--- src/rtl/systolic_pe.sv ---
// Output-stationary systolic PE: forwards A east / B south, accumulates a dot
// product under valid/last framing, and drains results via a capture/shift chain.
// Optional SATURATE_EN: clamp accumulation to the signed/unsigned range and flag ovf.
module systolic_pe #(
  parameter int WIDTH     = 8,
  parameter int ACC_WIDTH = 32
) (
  input  logic                 clk,
  input  logic                 rst,
  input  logic [WIDTH-1:0]     a_in,
  input  logic [WIDTH-1:0]     b_in,
  input  logic                 valid_in,
  input  logic                 last_in,
  input  logic                 signed_in,
  output logic [WIDTH-1:0]     a_out,
  output logic [WIDTH-1:0]     b_out,
  output logic                 valid_out,
  output logic                 last_out,
  output logic                 signed_out,
  input  logic                 capture_in,
  input  logic                 shift_en,
  input  logic [ACC_WIDTH-1:0] c_in,
  output logic [ACC_WIDTH-1:0] c_out,
  output logic                 done,
  output logic                 ovf
);

  generate
    if (ACC_WIDTH < 2 * WIDTH) begin : g_bad_width
      $error("systolic_pe: ACC_WIDTH must be >= 2*WIDTH");
    end
  endgenerate

  typedef enum logic [1:0] {IDLE = 2'd0, ACC = 2'd1, DONE = 2'd2} state_t;

  state_t               state_r, state_next_s;
  logic [ACC_WIDTH-1:0] acc_r;
  logic [ACC_WIDTH-1:0] a_ext_s, b_ext_s, prod_s, base_s, sum_s, next_acc_s;
  logic                 clamp_s, accept_s, clear_s;

  // Operand extension; the truncated ACC_WIDTH product equals the extended full product.
  always_comb begin
    a_ext_s = {ACC_WIDTH{1'b0}};
    b_ext_s = {ACC_WIDTH{1'b0}};
    if (signed_in) begin
      a_ext_s = ACC_WIDTH'($signed(a_in));
      b_ext_s = ACC_WIDTH'($signed(b_in));
    end else begin
      a_ext_s = ACC_WIDTH'(a_in);
      b_ext_s = ACC_WIDTH'(b_in);
    end
  end

  assign prod_s = a_ext_s * b_ext_s;
  assign base_s = (state_r == ACC) ? acc_r : {ACC_WIDTH{1'b0}};
  assign sum_s  = base_s + prod_s;

`ifdef SATURATE_EN
  logic [ACC_WIDTH:0] usum_s;
  assign usum_s = {1'b0, base_s} + {1'b0, prod_s};

  // Clamp detection: signed uses same-sign-in/different-sign-out, unsigned uses carry.
  always_comb begin
    clamp_s    = 1'b0;
    next_acc_s = sum_s;
    if (signed_in) begin
      if ((base_s[ACC_WIDTH-1] == prod_s[ACC_WIDTH-1]) &&
          (sum_s[ACC_WIDTH-1] != base_s[ACC_WIDTH-1])) begin
        clamp_s    = 1'b1;
        next_acc_s = base_s[ACC_WIDTH-1] ? {1'b1, {(ACC_WIDTH-1){1'b0}}}
                                         : {1'b0, {(ACC_WIDTH-1){1'b1}}};
      end else begin
        clamp_s    = 1'b0;
        next_acc_s = sum_s;
      end
    end else begin
      if (usum_s[ACC_WIDTH]) begin
        clamp_s    = 1'b1;
        next_acc_s = {ACC_WIDTH{1'b1}};
      end else begin
        clamp_s    = 1'b0;
        next_acc_s = sum_s;
      end
    end
  end
`else
  assign clamp_s    = 1'b0;
  assign next_acc_s = sum_s;
`endif

  // FSM state register.
  always_ff @(posedge clk or posedge rst) begin
    if (rst) state_r <= IDLE;
    else     state_r <= state_next_s;
  end

  // FSM next-state logic; DONE is left only by a capture.
  always_comb begin
    state_next_s = state_r;
    case (state_r)
      IDLE: begin
        if (valid_in) state_next_s = last_in ? DONE : ACC;
        else          state_next_s = IDLE;
      end
      ACC: begin
        if (valid_in) state_next_s = last_in ? DONE : ACC;
        else          state_next_s = ACC;
      end
      DONE: begin
        if (capture_in) state_next_s = IDLE;
        else            state_next_s = DONE;
      end
      default: state_next_s = IDLE;
    endcase
  end

  // FSM outputs: accept a pair outside DONE, clear the accumulator on capture out of DONE.
  always_comb begin
    accept_s = 1'b0;
    clear_s  = 1'b0;
    case (state_r)
      IDLE, ACC: begin
        accept_s = valid_in;
        clear_s  = 1'b0;
      end
      DONE: begin
        accept_s = 1'b0;
        clear_s  = capture_in;
      end
      default: begin
        accept_s = 1'b0;
        clear_s  = 1'b0;
      end
    endcase
  end

  // Accumulator, sticky overflow and registered done decode.
  always_ff @(posedge clk or posedge rst) begin
    if (rst) begin
      acc_r <= {ACC_WIDTH{1'b0}};
      ovf   <= 1'b0;
      done  <= 1'b0;
    end else begin
      done <= (state_next_s == DONE);
      if (clear_s) begin
        acc_r <= {ACC_WIDTH{1'b0}};
        ovf   <= 1'b0;
      end else if (accept_s) begin
        acc_r <= next_acc_s;
        ovf   <= ovf | clamp_s;
      end else begin
        acc_r <= acc_r;
        ovf   <= ovf;
      end
    end
  end

  // Drain register: capture beats shift.
  always_ff @(posedge clk or posedge rst) begin
    if (rst)             c_out <= {ACC_WIDTH{1'b0}};
    else if (capture_in) c_out <= acc_r;
    else if (shift_en)   c_out <= c_in;
    else                 c_out <= c_out;
  end

  // Operand and framing forwarding, independent of FSM state.
  always_ff @(posedge clk or posedge rst) begin
    if (rst) begin
      a_out      <= {WIDTH{1'b0}};
      b_out      <= {WIDTH{1'b0}};
      valid_out  <= 1'b0;
      last_out   <= 1'b0;
      signed_out <= 1'b0;
    end else begin
      a_out      <= a_in;
      b_out      <= b_in;
      valid_out  <= valid_in;
      last_out   <= last_in;
      signed_out <= signed_in;
    end
  end

endmodule

--- config.mk ---
export PLATFORM = sky130hd
export DESIGN_NAME = systolic_pe
export DESIGN_NICKNAME = d
export VERILOG_FILES = /design/src/rtl/systolic_pe.sv
export SDC_FILE = /design/constraint.sdc
export NUM_CORES = 1
export LEC_CHECK = 0
export CAP_MARGIN = 20
export CORE_MARGIN = 5
export CORE_UTILIZATION = 50
export DETAILED_ROUTE_END_ITERATION = 10
export HOLD_SLACK_MARGIN = 0.03
export PLACE_DENSITY = 0.71
export SETUP_SLACK_MARGIN = 0.3
export SYNTH_ARGS = -nofsm -noshare
export SYNTH_HDL_FRONTEND = slang
export SYNTH_SLANG_ARGS = --single-unit
--- constraint.sdc ---
create_clock -name clk -period 13 [get_ports clk]
set_clock_uncertainty 0.1 [all_clocks]
set_input_delay 2.6 -clock clk [delete_from_list [all_inputs] [get_ports clk]]
set_output_delay 2.6 -clock clk [all_outputs]
set_load 0.02 [all_outputs]
# Yosys cells after proc, flatten, opt, wreduce, memory -nomap -nowiden
# Index checks and enable logic that the tools add are counted.
[totals] reg_bits=86 in_bits=55 out_inout_bits=53 wordCells=32
[classes] add_sub_neg=1 n_mul=1 n_eq_ne=3 n_mux=14 reduce_logical=4
[op_table] cell="32-bit two-way mux" n=7
[op_table] cell="32-bit adder" n=1
[op_table] cell="32-bit by 32-bit multiplier with 32-bit output" n=1
[op_table] cell="2-bit two-way mux" n=4
[op_table] cell="2-bit one-hot mux with 3 select lines" n=1
[op_table] cell="2-bit == test, second input constant" n=2
[op_table] cell="2-bit nonzero test" n=2
[op_table] cell="2-bit by 1-bit == test with 1-bit output, second input constant" n=1
[op_table] cell="2-bit logical NOT" n=1
[op_table] cell="1-bit two-way mux" n=2
[op_table] cell="2-bit OR reduction" n=1

# Longest topological paths before layout
[logic_depth] ltp_word=5 mapped_depth=30 depth_no_buf=29

# Worst setup path after synthesis
# OpenSTA, ideal clock, no wires.
[synth_path] kind="input -> register" startpoint="in a_in[7]" endpoint="reg acc_r[30]" setup_ps=123 t_arrival_ps=9730 t_required_ps=12777 path_slack_ps=3047 path_stages=28 n_path_buf=1 cell_sequence="clkbuf_1 and2_1 nand2_1 fa_1 inv_1 fa_1 fa_1 inv_1 fa_1 inv_1 fa_1 inv_1 fa_1 inv_1 fa_1 inv_1 fa_1 inv_1 ha_1 o21a_1 nor4_1 nor3_1 nand2_1 a21oi_2 a211oi_2 a22oi_1 xnor2_1 o21ai_1"
[synth_via] elab_chain_cells=5
[synth_lines] item="start: declaration" line_no="10" rtl="input logic [WIDTH-1:0] a_in,"
[synth_lines] item="32-bit two-way mux" line_no="45" rtl="if (signed_in) begin"
[synth_lines] item="32-bit by 32-bit multiplier with 32-bit output" line_no="54" rtl="assign prod_s = a_ext_s * b_ext_s;"
[synth_lines] item="32-bit adder" line_no="56" rtl="assign sum_s = base_s + prod_s;"
[synth_lines] item="32-bit two-way mux" line_no="148" rtl="end else if (accept_s) begin"
[synth_lines] item="32-bit two-way mux" line_no="145" rtl="if (clear_s) begin"
[synth_lines] item="end signal: assignment" line_no="146" rtl="acc_r <= {ACC_WIDTH{1'b0}};"
[synth_lines] item="end signal: assignment" line_no="149" rtl="acc_r <= next_acc_s;"
[synth_lines] item="end signal: assignment" line_no="152" rtl="acc_r <= acc_r;"
[synth_lines] item="end: declaration" line_no="37" rtl="logic [ACC_WIDTH-1:0] acc_r;"
# Every way passes these cells. The select of a mux whose other input is x is not followed.
# A chain may end at the register's enable or synchronous reset.

# Worst setup path after layout
[layout_path] startpoint="in a_in[7]" endpoint="reg acc_r[25]"
# Same word-level chain as after synthesis.

==> flow_metrics.tcl <==
set metrics [dict create \
    outcome "finished, final reports clean" \
    via_per_inst 5.18 \
    gp_congestion 0.952 \
    path_max_fanout 21 \
    netlist.area_leader.share_pct 38.2 \
    hold_violations 0 \
    yosysUniqueCellTypes 58 \
    post_drt_wl_per_cell_um 17.1 \
    worstSetupPathType "input pin to register" \
    synthFlopType "dfrtp_1" \
    ctsResizeCount 0 \
    worst_pin_slew_ns 1.15 \
    dp_hpwl_mm 25.8 \
    drcViolationCount 0 \
    cts_max_level 3 \
    grt_usage_pct 21.3 \
    rows 59 \
    whs_path_depth 2 \
    synth_compound_area_share_pct 7.76 \
    crit_family "adder cells" \
    stdcell_count 1788 \
    drtAntennaViolNets 0 \
    r2r_end "acc_r[25]$_DFFE_PP0P_" \
    wl_mm 30.5 \
    syn_area_mm2 0.0134 \
    wl_met3_um 947 \
    min_period_over_period_pct 82.4 \
    synth_edf_count 0 \
    r2r_start "state_r[1]$_DFF_PP0_" \
    critPathMaxStageDelay_ns 0.98 \
    cts_tree "built" \
    initial_core_util_pct 50.9 \
    drt-met1-wl_mm 12.2 \
    ys_ff_latch 86 \
    antenna_found_initial 0 \
    antennaDiodeCount 0 \
    syn_nets 1796 \
    cp.required_ns 13.10 \
    cp_data_arrival_time_ns 10.81 \
    nFillCells 2316 \
    core_mm2 0.0262 \
    num-nets-final 1884 \
    cts_root_buf "clkbuf_16" \
    ys_seq_area_share_pct 16.1 \
    hold_path_class "register to register" \
    vias 9264 \
    die-area_mm2 0.0301 \
    cts_hold_buf 0 \
    cts_setup_buffers 0 \
    synth_area_leader_cell "fa_1" \
    max_slew_margin_pct 23.5 \
    rsz0062_at_grt "no" \
    die_width_um 173 \
    setup_ws_ns 2.29 \
    synthCells 1360 \
    clock_latency_ns 0.35 \
    yosysWarnings 0 \
    timing.final.max_slew_violations 0 \
    numCtsBuffers 9 \
    clockBufferDepth 2 \
    die_h_um 173 \
    timing.reg2reg.setup_slack_ns 5.48 \
    pin_count 108 \
    synth_xor_area_share_pct 4.26 \
    slowest_stage "fa_1" \
    cp-start-kind "input pin" \
    min-delay-start "acc_r[14]$_DFFE_PP0P_" \
    max-cap-violations 0 \
    regArea_mm2 0.00215 \
    yosysMostFrequentCell "inv_1" \
    reg2reg_depth 25 \
    grt_max_degree 68 \
    async_flop_share_pct 100 \
    fin_crit_ns 10.71 \
    cp_common_cell "fa_1" \
    muxShareOfSynthArea_pct 2.48 \
    cp_num_buf_inv 7 \
    drive_gt1_share_pct 3.03 \
    clock-sinks 86 \
    drtPass1Iterations 6 \
    multi_input_area_mm2 0.00972 \
    timing.fmax_mhz 93.4 \
    met2_wirelength_mm 16.5 \
    hold_end "c_out[14]$_DFFE_PP0P_" \
    dr.first_iter.drc_count 391 \
    yosys-top-cells-count "inv_1, fa_1, nand2_1, ha_1, dfrtp_1" \
    area_delta_synth_final_pct 12.8 \
    finalSetupViolCount 0 \
    synth_fa_ha_area_share_pct 50.1 \
    place_ws_ns 1.92 \
    end_kind "register" \
    grt_pass1_vias 10200 \
    grt_pass1_wl_mm 51.5 \
    grt_overflow_total 0 \
    io_buffers 106 \
    synth-simple-area-share_pct 8.10 \
    synth_top_family_by_area "adder cells" \
    highest_layer "met4" \
    post_synth_main_area_contributors "fa_1, dfrtp_1, ha_1" \
    setup_tns_ns 0 \
    place_inst 1771 \
    syn_avg_cell_area_um2 9.82 \
    path_clk_slew_ns 0.08 \
]
## how the worst max path moves through the flow
stage	startpoint	to	slack, ns	cells past startpoint
after floorplan	a_in[7]	acc_r[30]$_DFFE_PP0P_	3.05	28
after CTS	a_in[7]	acc_r[30]$_DFFE_PP0P_	2.28	29
after global placement	a_in[7]	acc_r[30]$_DFFE_PP0P_	2.06	29
after global routing	a_in[7]	acc_r[25]$_DFFE_PP0P_	1.82	26
final	a_in[7]	acc_r[25]$_DFFE_PP0P_	2.29	26
after detailed placement	a_in[7]	acc_r[30]$_DFFE_PP0P_	1.92	29
## per-layer routing
metal	track usage, %	up-vias
li1	-	4285
met1	26.8	4766
met2	38.2	158
met3	2.62	55
met4	7.05	0
met5	0	-
## cell type report
| cell class | count | share of cell area, % |
|---|---|---|
| Clock buffer | 11 | 1.68 |
| Multi-Input combinational cell | 882 | 64.6 |
| Sequential cell | 86 | 14.3 |
| Clock inverter | 5 | 0.258 |
| Tap cell | 335 | 2.78 |
| Inverter | 356 | 8.88 |
| Timing Repair Buffer | 113 | 7.54 |
## kinds of logic after synthesis
family,Yosys count
mux,33
other cells,1
simple gates,235
buf+inv,392
fa+ha+maj,382
flops,86
xor+xnor,65
compound gates,166
## per-stage QoR
stage | cell area (µm²) | hold WS [ns] | util [%]
after floorplan | 13400 | 0.363 | -
after global placement | 14700 | 0.379 | 56.2
after detailed placement | 14700 | 0.389 | 56.3
after CTS | 15000 | 0.407 | 57.4
after global routing | 15100 | 0.418 | 57.5
final | 15100 | 0.406 | 57.5
## flip-flops by register name, summed over array words and instances (netlist names)
signal,count
b_out,8
done,1
state_r,2
a_out,8
last_out,1
signed_out,1
c_out,32
acc_r,32
valid_out,1
## worst reg2reg max path: stages (launching register included)
cell and delay [ns]:
dfrtp_1 0.47, nor2_2 0.13, buf_4 0.32, nand2_1 0.16
fa_1 0.55, inv_1 0.06, fa_1 0.50, fa_1 0.51
inv_1 0.07, fa_1 0.53, inv_1 0.05, fa_1 0.48
fa_1 0.50, fa_1 0.49, inv_1 0.05, fa_1 0.48
inv_1 0.05, ha_1 0.34, a2111oi_0 0.37, o21ai_0 0.14
o21ai_0 0.15, o21ai_0 0.23, a21o_1 0.22, a21oi_1 0.17
xor2_1 0.16, o21ai_0 0.09
## placed cells by master, fill, tap and decap left out, drive strengths merged, types with 8 or more instances in the layout
master         instances
mux2i                 32
clkdlybuf4s50        104
o21a                   9
xor2                  23
inv                  357
a22o                   8
a21o                   9
fa                   255
nor2                  20
a21oi                 37
and2                  52
buf                    9
xnor2                 42
o21ai                 74
clkbuf                11
nand2                134
dfrtp                 86
ha                   126
Power is not shown: default switching activity piles up to over one toggle a cycle in this logic, so the estimate is an artifact.
